==> src/rtl/logic_gate_seq_if.sv <==
// Handshake/operand bundle for logic_gate_seq: input beat channel plus
// registered result channel.
interface logic_gate_seq_if #(
   parameter int WIDTH = 8,
   parameter int CNT_W = 4
);
   logic             in_valid;
   logic             in_ready;
   logic [WIDTH-1:0] a;
   logic [WIDTH-1:0] b;
   logic [2:0]       op;
   logic             acc_en;
   logic             last;
   logic             out_valid;
   logic             out_ready;
   logic [WIDTH-1:0] y;
   logic             y_all1;
   logic             y_any1;
   logic [CNT_W-1:0] beat_cnt;

   modport master (
      output in_valid, a, b, op, acc_en, last, out_ready,
      input  in_ready, out_valid, y, y_all1, y_any1, beat_cnt
   );

   modport slave (
      input  in_valid, a, b, op, acc_en, last, out_ready,
      output in_ready, out_valid, y, y_all1, y_any1, beat_cnt
   );
endinterface

==> src/rtl/logic_gate_seq.sv <==
// Registered bitwise gate (AND/OR/XOR/PASS, optional invert) with N-input
// accumulation over bursts and a single-entry valid/ready output register.
module logic_gate_seq #(
   parameter int WIDTH = 8,
   parameter int CNT_W = 4
) (
   input  logic            clk,
   input  logic            rst,
   logic_gate_seq_if.slave bus
);
   typedef enum logic {S_IDLE, S_ACCUM} state_t;

   localparam logic [CNT_W-1:0] CNT_MAX = '1;
   localparam logic [CNT_W-1:0] CNT_ONE = CNT_W'(1);

   state_t           r_state;
   logic [WIDTH-1:0] r_acc;
   logic [2:0]       r_op;
   logic [CNT_W-1:0] r_cnt;
   logic             r_out_valid;
   logic [WIDTH-1:0] r_y;
   logic             r_all1;
   logic             r_any1;
   logic [CNT_W-1:0] r_beat_cnt;

   logic             w_in_ready;
   logic             w_fire;
   logic [CNT_W-1:0] w_cnt_nxt;
   logic [WIDTH-1:0] w_fold;
   logic [WIDTH-1:0] w_single;
   logic             w_res_vld;
   logic [WIDTH-1:0] w_res;
   logic [CNT_W-1:0] w_res_cnt;

   function automatic logic [WIDTH-1:0] f_base(input logic [1:0] sel,
                                               input logic [WIDTH-1:0] x,
                                               input logic [WIDTH-1:0] z);
      case (sel)
         2'd0:    return x & z;
         2'd1:    return x | z;
         2'd2:    return x ^ z;
         default: return z;
      endcase
   endfunction

   // The output register is the only buffer, so a slot opens only when it is
   // empty or being drained this cycle.
   always_comb begin
      w_in_ready = !rst && (!r_out_valid || bus.out_ready);
      w_fire     = bus.in_valid && w_in_ready;
      w_cnt_nxt  = (r_cnt == CNT_MAX) ? r_cnt : r_cnt + CNT_ONE;
      w_fold     = f_base(r_op[1:0], r_acc, bus.a);
      w_single   = {WIDTH{bus.op[2]}} ^ f_base(bus.op[1:0], bus.b, bus.a);
      w_res_vld  = 1'b0;
      w_res      = '0;
      w_res_cnt  = '0;
      if (w_fire) begin
         case (r_state)
            S_IDLE: begin
               if (!bus.acc_en) begin
                  w_res_vld = 1'b1;
                  w_res     = w_single;
                  w_res_cnt = CNT_ONE;
               end else if (bus.last) begin
                  w_res_vld = 1'b1;
                  w_res     = {WIDTH{bus.op[2]}} ^ bus.a;
                  w_res_cnt = CNT_ONE;
               end
            end
            default: begin
               if (bus.last) begin
                  w_res_vld = 1'b1;
                  w_res     = {WIDTH{r_op[2]}} ^ w_fold;
                  w_res_cnt = w_cnt_nxt;
               end
            end
         endcase
      end
   end

   always_ff @(posedge clk) begin
      if (rst) begin
         r_state     <= S_IDLE;
         r_acc       <= '0;
         r_op        <= '0;
         r_cnt       <= '0;
         r_out_valid <= 1'b0;
         r_y         <= '0;
         r_all1      <= 1'b0;
         r_any1      <= 1'b0;
         r_beat_cnt  <= '0;
      end else begin
         if (w_fire) begin
            case (r_state)
               S_IDLE: begin
                  if (bus.acc_en && !bus.last) begin
                     r_acc   <= bus.a;
                     r_op    <= bus.op;
                     r_cnt   <= CNT_ONE;
                     r_state <= S_ACCUM;
                  end
               end
               default: begin
                  if (bus.last) begin
                     r_state <= S_IDLE;
                  end else begin
                     r_acc <= w_fold;
                     r_cnt <= w_cnt_nxt;
                  end
               end
            endcase
         end
         if (w_res_vld) begin
            r_out_valid <= 1'b1;
            r_y         <= w_res;
            r_all1      <= &w_res;
            r_any1      <= |w_res;
            r_beat_cnt  <= w_res_cnt;
         end else if (bus.out_ready) begin
            r_out_valid <= 1'b0;
         end
      end
   end

   assign bus.in_ready  = w_in_ready;
   assign bus.out_valid = r_out_valid;
   assign bus.y         = r_y;
   assign bus.y_all1    = r_all1;
   assign bus.y_any1    = r_any1;
   assign bus.beat_cnt  = r_beat_cnt;
endmodule

==> src/flat_wrapper.sv <==
// flat-port wrapper written by rule: the top's interface ports become plain ports
module logic_gate_seq_flat 
#(
   parameter int WIDTH = 8,
   parameter int CNT_W = 4
)
  (clk, rst, bus_in_valid, bus_a, bus_b, bus_op, bus_acc_en, bus_last, bus_out_ready, bus_in_ready, bus_out_valid, bus_y, bus_y_all1, bus_y_any1, bus_beat_cnt);
  logic_gate_seq_if #(.WIDTH(WIDTH), .CNT_W(CNT_W)) bus_i ();
  input  logic clk;
  input  logic rst;
  input wire logic [$bits(bus_i.in_valid)-1:0] bus_in_valid;
  input wire logic [$bits(bus_i.a)-1:0] bus_a;
  input wire logic [$bits(bus_i.b)-1:0] bus_b;
  input wire logic [$bits(bus_i.op)-1:0] bus_op;
  input wire logic [$bits(bus_i.acc_en)-1:0] bus_acc_en;
  input wire logic [$bits(bus_i.last)-1:0] bus_last;
  input wire logic [$bits(bus_i.out_ready)-1:0] bus_out_ready;
  output wire logic [$bits(bus_i.in_ready)-1:0] bus_in_ready;
  output wire logic [$bits(bus_i.out_valid)-1:0] bus_out_valid;
  output wire logic [$bits(bus_i.y)-1:0] bus_y;
  output wire logic [$bits(bus_i.y_all1)-1:0] bus_y_all1;
  output wire logic [$bits(bus_i.y_any1)-1:0] bus_y_any1;
  output wire logic [$bits(bus_i.beat_cnt)-1:0] bus_beat_cnt;
  assign bus_i.in_valid = bus_in_valid;
  assign bus_i.a = bus_a;
  assign bus_i.b = bus_b;
  assign bus_i.op = bus_op;
  assign bus_i.acc_en = bus_acc_en;
  assign bus_i.last = bus_last;
  assign bus_i.out_ready = bus_out_ready;
  assign bus_in_ready = bus_i.in_ready;
  assign bus_out_valid = bus_i.out_valid;
  assign bus_y = bus_i.y;
  assign bus_y_all1 = bus_i.y_all1;
  assign bus_y_any1 = bus_i.y_any1;
  assign bus_beat_cnt = bus_i.beat_cnt;
  logic_gate_seq #(.WIDTH(WIDTH), .CNT_W(CNT_W)) u_core (.clk(clk), .rst(rst), .bus(bus_i));
endmodule
==> config.mk <==
export PLATFORM = sky130hd
export DESIGN_NAME = logic_gate_seq_flat
export DESIGN_NICKNAME = d
export VERILOG_FILES = /design/src/rtl/logic_gate_seq_if.sv /design/src/rtl/logic_gate_seq.sv /design/src/flat_wrapper.sv
export SDC_FILE = /design/constraint.sdc
export NUM_CORES = 1
export LEC_CHECK = 0
export ABC_AREA = 1
export CORE_MARGIN = 2
export CORE_UTILIZATION = 50
export DETAILED_ROUTE_END_ITERATION = 8
export GPL_ROUTABILITY_DRIVEN = 1
export PLACE_DENSITY = 0.75
export SLEW_MARGIN = 20
export SYNTH_ARGS = -nofsm -noshare
export SYNTH_HDL_FRONTEND = slang
export SYNTH_SLANG_ARGS = --single-unit
==> constraint.sdc <==
create_clock -name clk -period 4.5 [get_ports clk]
set_input_delay 1.35 -clock clk [delete_from_list [all_inputs] [get_ports clk]]
set_output_delay 1.35 -clock clk [all_outputs]
set_load 0.02 [all_outputs]
# After elaboration in Yosys (flattened, before gate mapping)
# Index checks and enable logic that the tools add are counted.
[word_totals] reg_bits=31 output_inout_bits=16 word_cells=69
[classes] n_addsub=1 n_eq_ne=6 mux=28 bitwise_logic=10 n_reduce_logical=15
[ops] cell="8-bit 2-to-1 mux" count=8
[ops] cell="8-bit case mux with 3 select lines" count=2
[ops] cell="8-bit bitwise XOR" count=5
[ops] cell="4-bit 2-to-1 mux" count=8
[ops] cell="8-bit AND" count=2
[ops] cell="8-bit OR" count=2
[ops] cell="1-bit 2-to-1 mux" count=10
[ops] cell="8-bit AND reduction" count=1
[ops] cell="8-bit OR reduction" count=1
[ops] cell="3-bit AND reduction" count=2
[ops] cell="4-bit by 1-bit adder with 4-bit output, second input constant" count=1
[ops] cell="2-bit by 1-bit equality test with 1-bit output, second input constant" count=2
[ops] cell="2-bit equality test, second input constant" count=2
[ops] cell="4-bit equality test, second input constant" count=1
[ops] cell="2-bit logical NOT" count=2
[ops] cell="2-bit nonzero test" count=2
[ops] cell="1-bit logical AND" count=3
[ops] cell="1-bit logical NOT" count=3
[ops] cell="2-bit != test, second input constant" count=1
[ops] cell="1-bit logical OR" count=1
[ops] cell="1-bit NOT" count=1

# Logic depth before layout (Yosys ltp)
[depth] ltp_word=7 depth_mapped=16

# Worst setup path after synthesis
# Ideal clock, no wire load.
[synth_timing] path_type="in2out" startpoint="in bus_out_ready" endpoint="out bus_in_ready" arrival_ns=1.757 t_required_ns=3.150 path_slack_ns=1.393 cell_stages=2 n_path_buf=0 cell_sequence="inv_1 -> a21oi_1"
[synth_via] elab_chain_cells=2
[synth_rtl] item="start, declared" line_no="flat_wrapper.sv:17" rtl="input wire logic [$bits(bus_i.out_ready)-1:0] bus_out_ready;"
[synth_rtl] item="1-bit logical OR" line_no="logic_gate_seq.sv:49" rtl="w_in_ready = !rst && (!r_out_valid || bus.out_ready);"
[synth_rtl] item="1-bit logical AND" line_no="logic_gate_seq.sv:49"
[synth_rtl] item="end, declared" line_no="flat_wrapper.sv:18" rtl="output wire logic [$bits(bus_i.in_ready)-1:0] bus_in_ready;"
# No other way between the ends.

# Final worst setup path
# Same ends and word-level chain as after synthesis.

==> results.sh <==
export IMPL_status="completed"
export IMPL_rows=27
export IMPL_grt_util_all_layers_pct=26.0
export IMPL_cts_tree="built"
export IMPL_syn_num_nets=505
export IMPL_yosys_warnings=0
export IMPL_synthToLayoutAreaGrowth_pct=19.2
export IMPL_top_layer_used="met4"
export IMPL_crit_family="buffers and inverters"
export IMPL_fin_setup_tns_ns=0
export IMPL_worst_slew_pin_transition_ns=0.797
export IMPL_final_cell_area_um2=3300
export IMPL_start_kind="input port"
export IMPL_first_pass_iters=5
export IMPL_max_vdd_ir_drop_uv=194
export IMPL_rsz0062_at_grt="false"
export IMPL_die_area_um2=6150
export IMPL_ioPinCount=41
export IMPL_ys_types=26
export IMPL_cpMostUsedCell="clkdlybuf4s50_1"
export IMPL_drv_slew=0
export IMPL_clock_skew_ns=0.00464
export IMPL_syn_avg_cell_area_um2=6.19
export IMPL_crit_start="bus_out_ready"
export IMPL_regArea_um2=621
export IMPL_chipHeight_um=78.4
export IMPL_clock_sinks=31
export IMPL_slowest_stage="clkdlybuf4s50_1"
export IMPL_overflow=0
export IMPL_hold_worst_slack_ns=0.455
export IMPL_wl_met1_um=3530
export IMPL_worstSetupEndpointType="output pin"
export IMPL_die_w_um=78.4
export IMPL_multi_input_area_um2=1830
export IMPL_core_area_um2=5440
export IMPL_synth_common_cells="nand2_1 (120), nand3_1 (61), inv_1 (55)"
export IMPL_cts_repair_resized=0
export IMPL_dp_hpwl_um=5400
export IMPL_start_util_pct=50.9
export IMPL_clk_latency_ns=0.29
export IMPL_finalSetupViolations=0
export IMPL_routedWlPerCell_um=13.9
export IMPL_drc_errors=0
export IMPL_grt_max_degree=23
export IMPL_maxCapViolCount=0
export IMPL_netlist_instances=447
export IMPL_n_antenna_cell=0
export IMPL_synth_area_leaders="dfxtp_1 (22%), nand2_1 (16%), ha_1 (15%)"
export IMPL_synth_edff_count=0
export IMPL_hold_buffers=0
export IMPL_p_leak_nw=1.55
export IMPL_cp_cell_sequence="clkdlybuf4s50_1 > inv_1 > a21oi_1 > clkdlybuf4s50_1"
export IMPL_finalCriticalPeriod_ns=3.99
export IMPL_critPathBufInv=3
export IMPL_grt_pass1_wl_um=12800
export IMPL_async_reset_ff_share_pct=0
export IMPL_place_gp_congestion=0.844
export IMPL_timing_rr_start="u_core.r_state$_SDFFE_PP0P_"
export IMPL_crit_arrival_ns=2.64
export IMPL_cts_clk_slew_worst_paths_ns=0.07
export IMPL_crit_fanout=2
export IMPL_ys_seq_area_share_pct=22.4
export IMPL_cts_setup_buffers=0
export IMPL_antenna_found_initial=0
export IMPL_relSlewSlack_pct=46.7
export IMPL_h_tree_depth=2
export IMPL_ant_nets=0
export IMPL_ys_seq_elements=31
export IMPL_first_global_vias=2735
export IMPL_vias_per_cell=5.50
export IMPL_wl_met3_um=464
export IMPL_io_buffers=40
export IMPL_p_per_area_nw_per_um2=245
export IMPL_wl_um=7670
export IMPL_cts_root_buf="clkbuf_8"
export IMPL_dpl_cell_area_um2=3180
export IMPL_hold_violations=0
export IMPL_max_stage_delay_ns=0.62
export IMPL_synth_area_um2=2770
export IMPL_fin_nets=535
export IMPL_via_count=3024
export IMPL_yosysTopAreaCellShare_pct=22.4
export IMPL_fill_cells=522
export IMPL_wl_met2_um=3530
export IMPL_synth_most_common_cell="nand2_1"
export IMPL_crit_type="in -> out"
export IMPL_synth_area_leader_cell="dfxtp_1"
export IMPL_drive_above_1_share_pct=3.56
export IMPL_cts_buffer_depth=2
export IMPL_period_share_pct=88.6
export IMPL_hold_path_class="reg -> reg"
export IMPL_synth_flop_cell="dfxtp_1"
export IMPL_hp_start="u_core.bus.y[2]$_SDFFE_PP0P_"
export IMPL_cts_buffers_inserted=5
export IMPL_cp_required_ns=3.15
export IMPL_max_freq_mhz=251
export IMPL_drtIter0Drc=170
## worst register-to-register path, delay by kind of cell, from the launching register on
kind	cells	cell delay, ns
AO/OA/AOI/OAI	2	0.79
buffers and inverters	3	0.97
flip-flops	1	0.80
AND/OR/NAND/NOR	1	0.19
## layer usage
layer	global-route usage [%]	up-vias
met5	0	-
met1	34.8	1364
met4	7.89	0
met3	4.02	12
li1	-	1531
met2	43.0	117
## area by class of cell
type                       instances  share of cell area (%)
timing repair buffer              43                    12.8
clock buffer                       6                    2.50
clock inverter                     2                    1.06
inverter                          58                    6.60
sequential                        31                    18.8
tap                               72                    2.73
multi-input combinational        338                    55.5
## path summary, 6_finish.rpt
| path | slack [ns] | end | cells after the start |
|---|---|---|---|
| worst min-delay path | 0.45 | u_core.bus.y[2]$_SDFFE_PP0P_ | 2 |
| worst max-delay path | 0.51 | bus_in_ready | 4 |
| worst max register to register | 1.65 | u_core.r_acc[4]$_SDFFE_PP0P_ | 6 |
| worst min register to register | 0.45 | u_core.bus.y[2]$_SDFFE_PP0P_ | 2 |
## metrics by stage
step	utilization [%]	worst slack, ns	instances	total power, mW
2_1_floorplan	-	1.39	447	0.438
3_3_place_gp	58.5	0.531	542	0.510
3_5_place_dp	58.5	0.512	542	0.515
4_1_cts	60.6	0.511	550	0.813
5_1_grt	60.6	0.455	550	0.856
6_report	60.6	0.512	550	0.809
## where the power goes
group	leakage (nW)	switching [mW]	internal [mW]
registers	0.253	0.0144	0.290
logic	1.24	0.126	0.0825
clock network	0.0612	0.117	0.179
total	1.55	0.257	0.551
## cell families (layout without fill, tap and decap cells)
| family | Yosys count | after routing | synth area share, % |
|---|---|---|---|
| and+or+nand+nor | 215 | 215 | 32.8 |
| adders and majority gates | 33 | 33 | 14.9 |
| DFF | 31 | 31 | 22.4 |
| AOI/OAI and AO/OA | 90 | 90 | 18.4 |
| buffers and inverters | 78 | 109 | 11.5 |
## layout by cell type (no fill, tap or decap), types with 2 or more instances in the layout
cell type,count
a221oi_1,8
o21ai_0,43
clkdlybuf4s50_1,40
nor2_1,26
a21oi_1,29
nand3_1,61
inv_2,2
nor2_2,2
nand2_1,120
buf_4,3
clkbuf_8,6
inv_1,55
dfxtp_1,31
nand3b_1,4
ha_1,33
a22o_1,4
## flip-flops by register name (all words and copies together), names as in the netlist
signal and count:
u_core.r_acc 8, u_core.bus.y 8, u_core.bus.y_any1 1, u_core.r_state 1, u_core.bus.out_valid 1, u_core.r_op 3, u_core.r_cnt 4, u_core.bus.y_all1 1
u_core.bus.beat_cnt 4
Power figures use the tool's default switching activity.
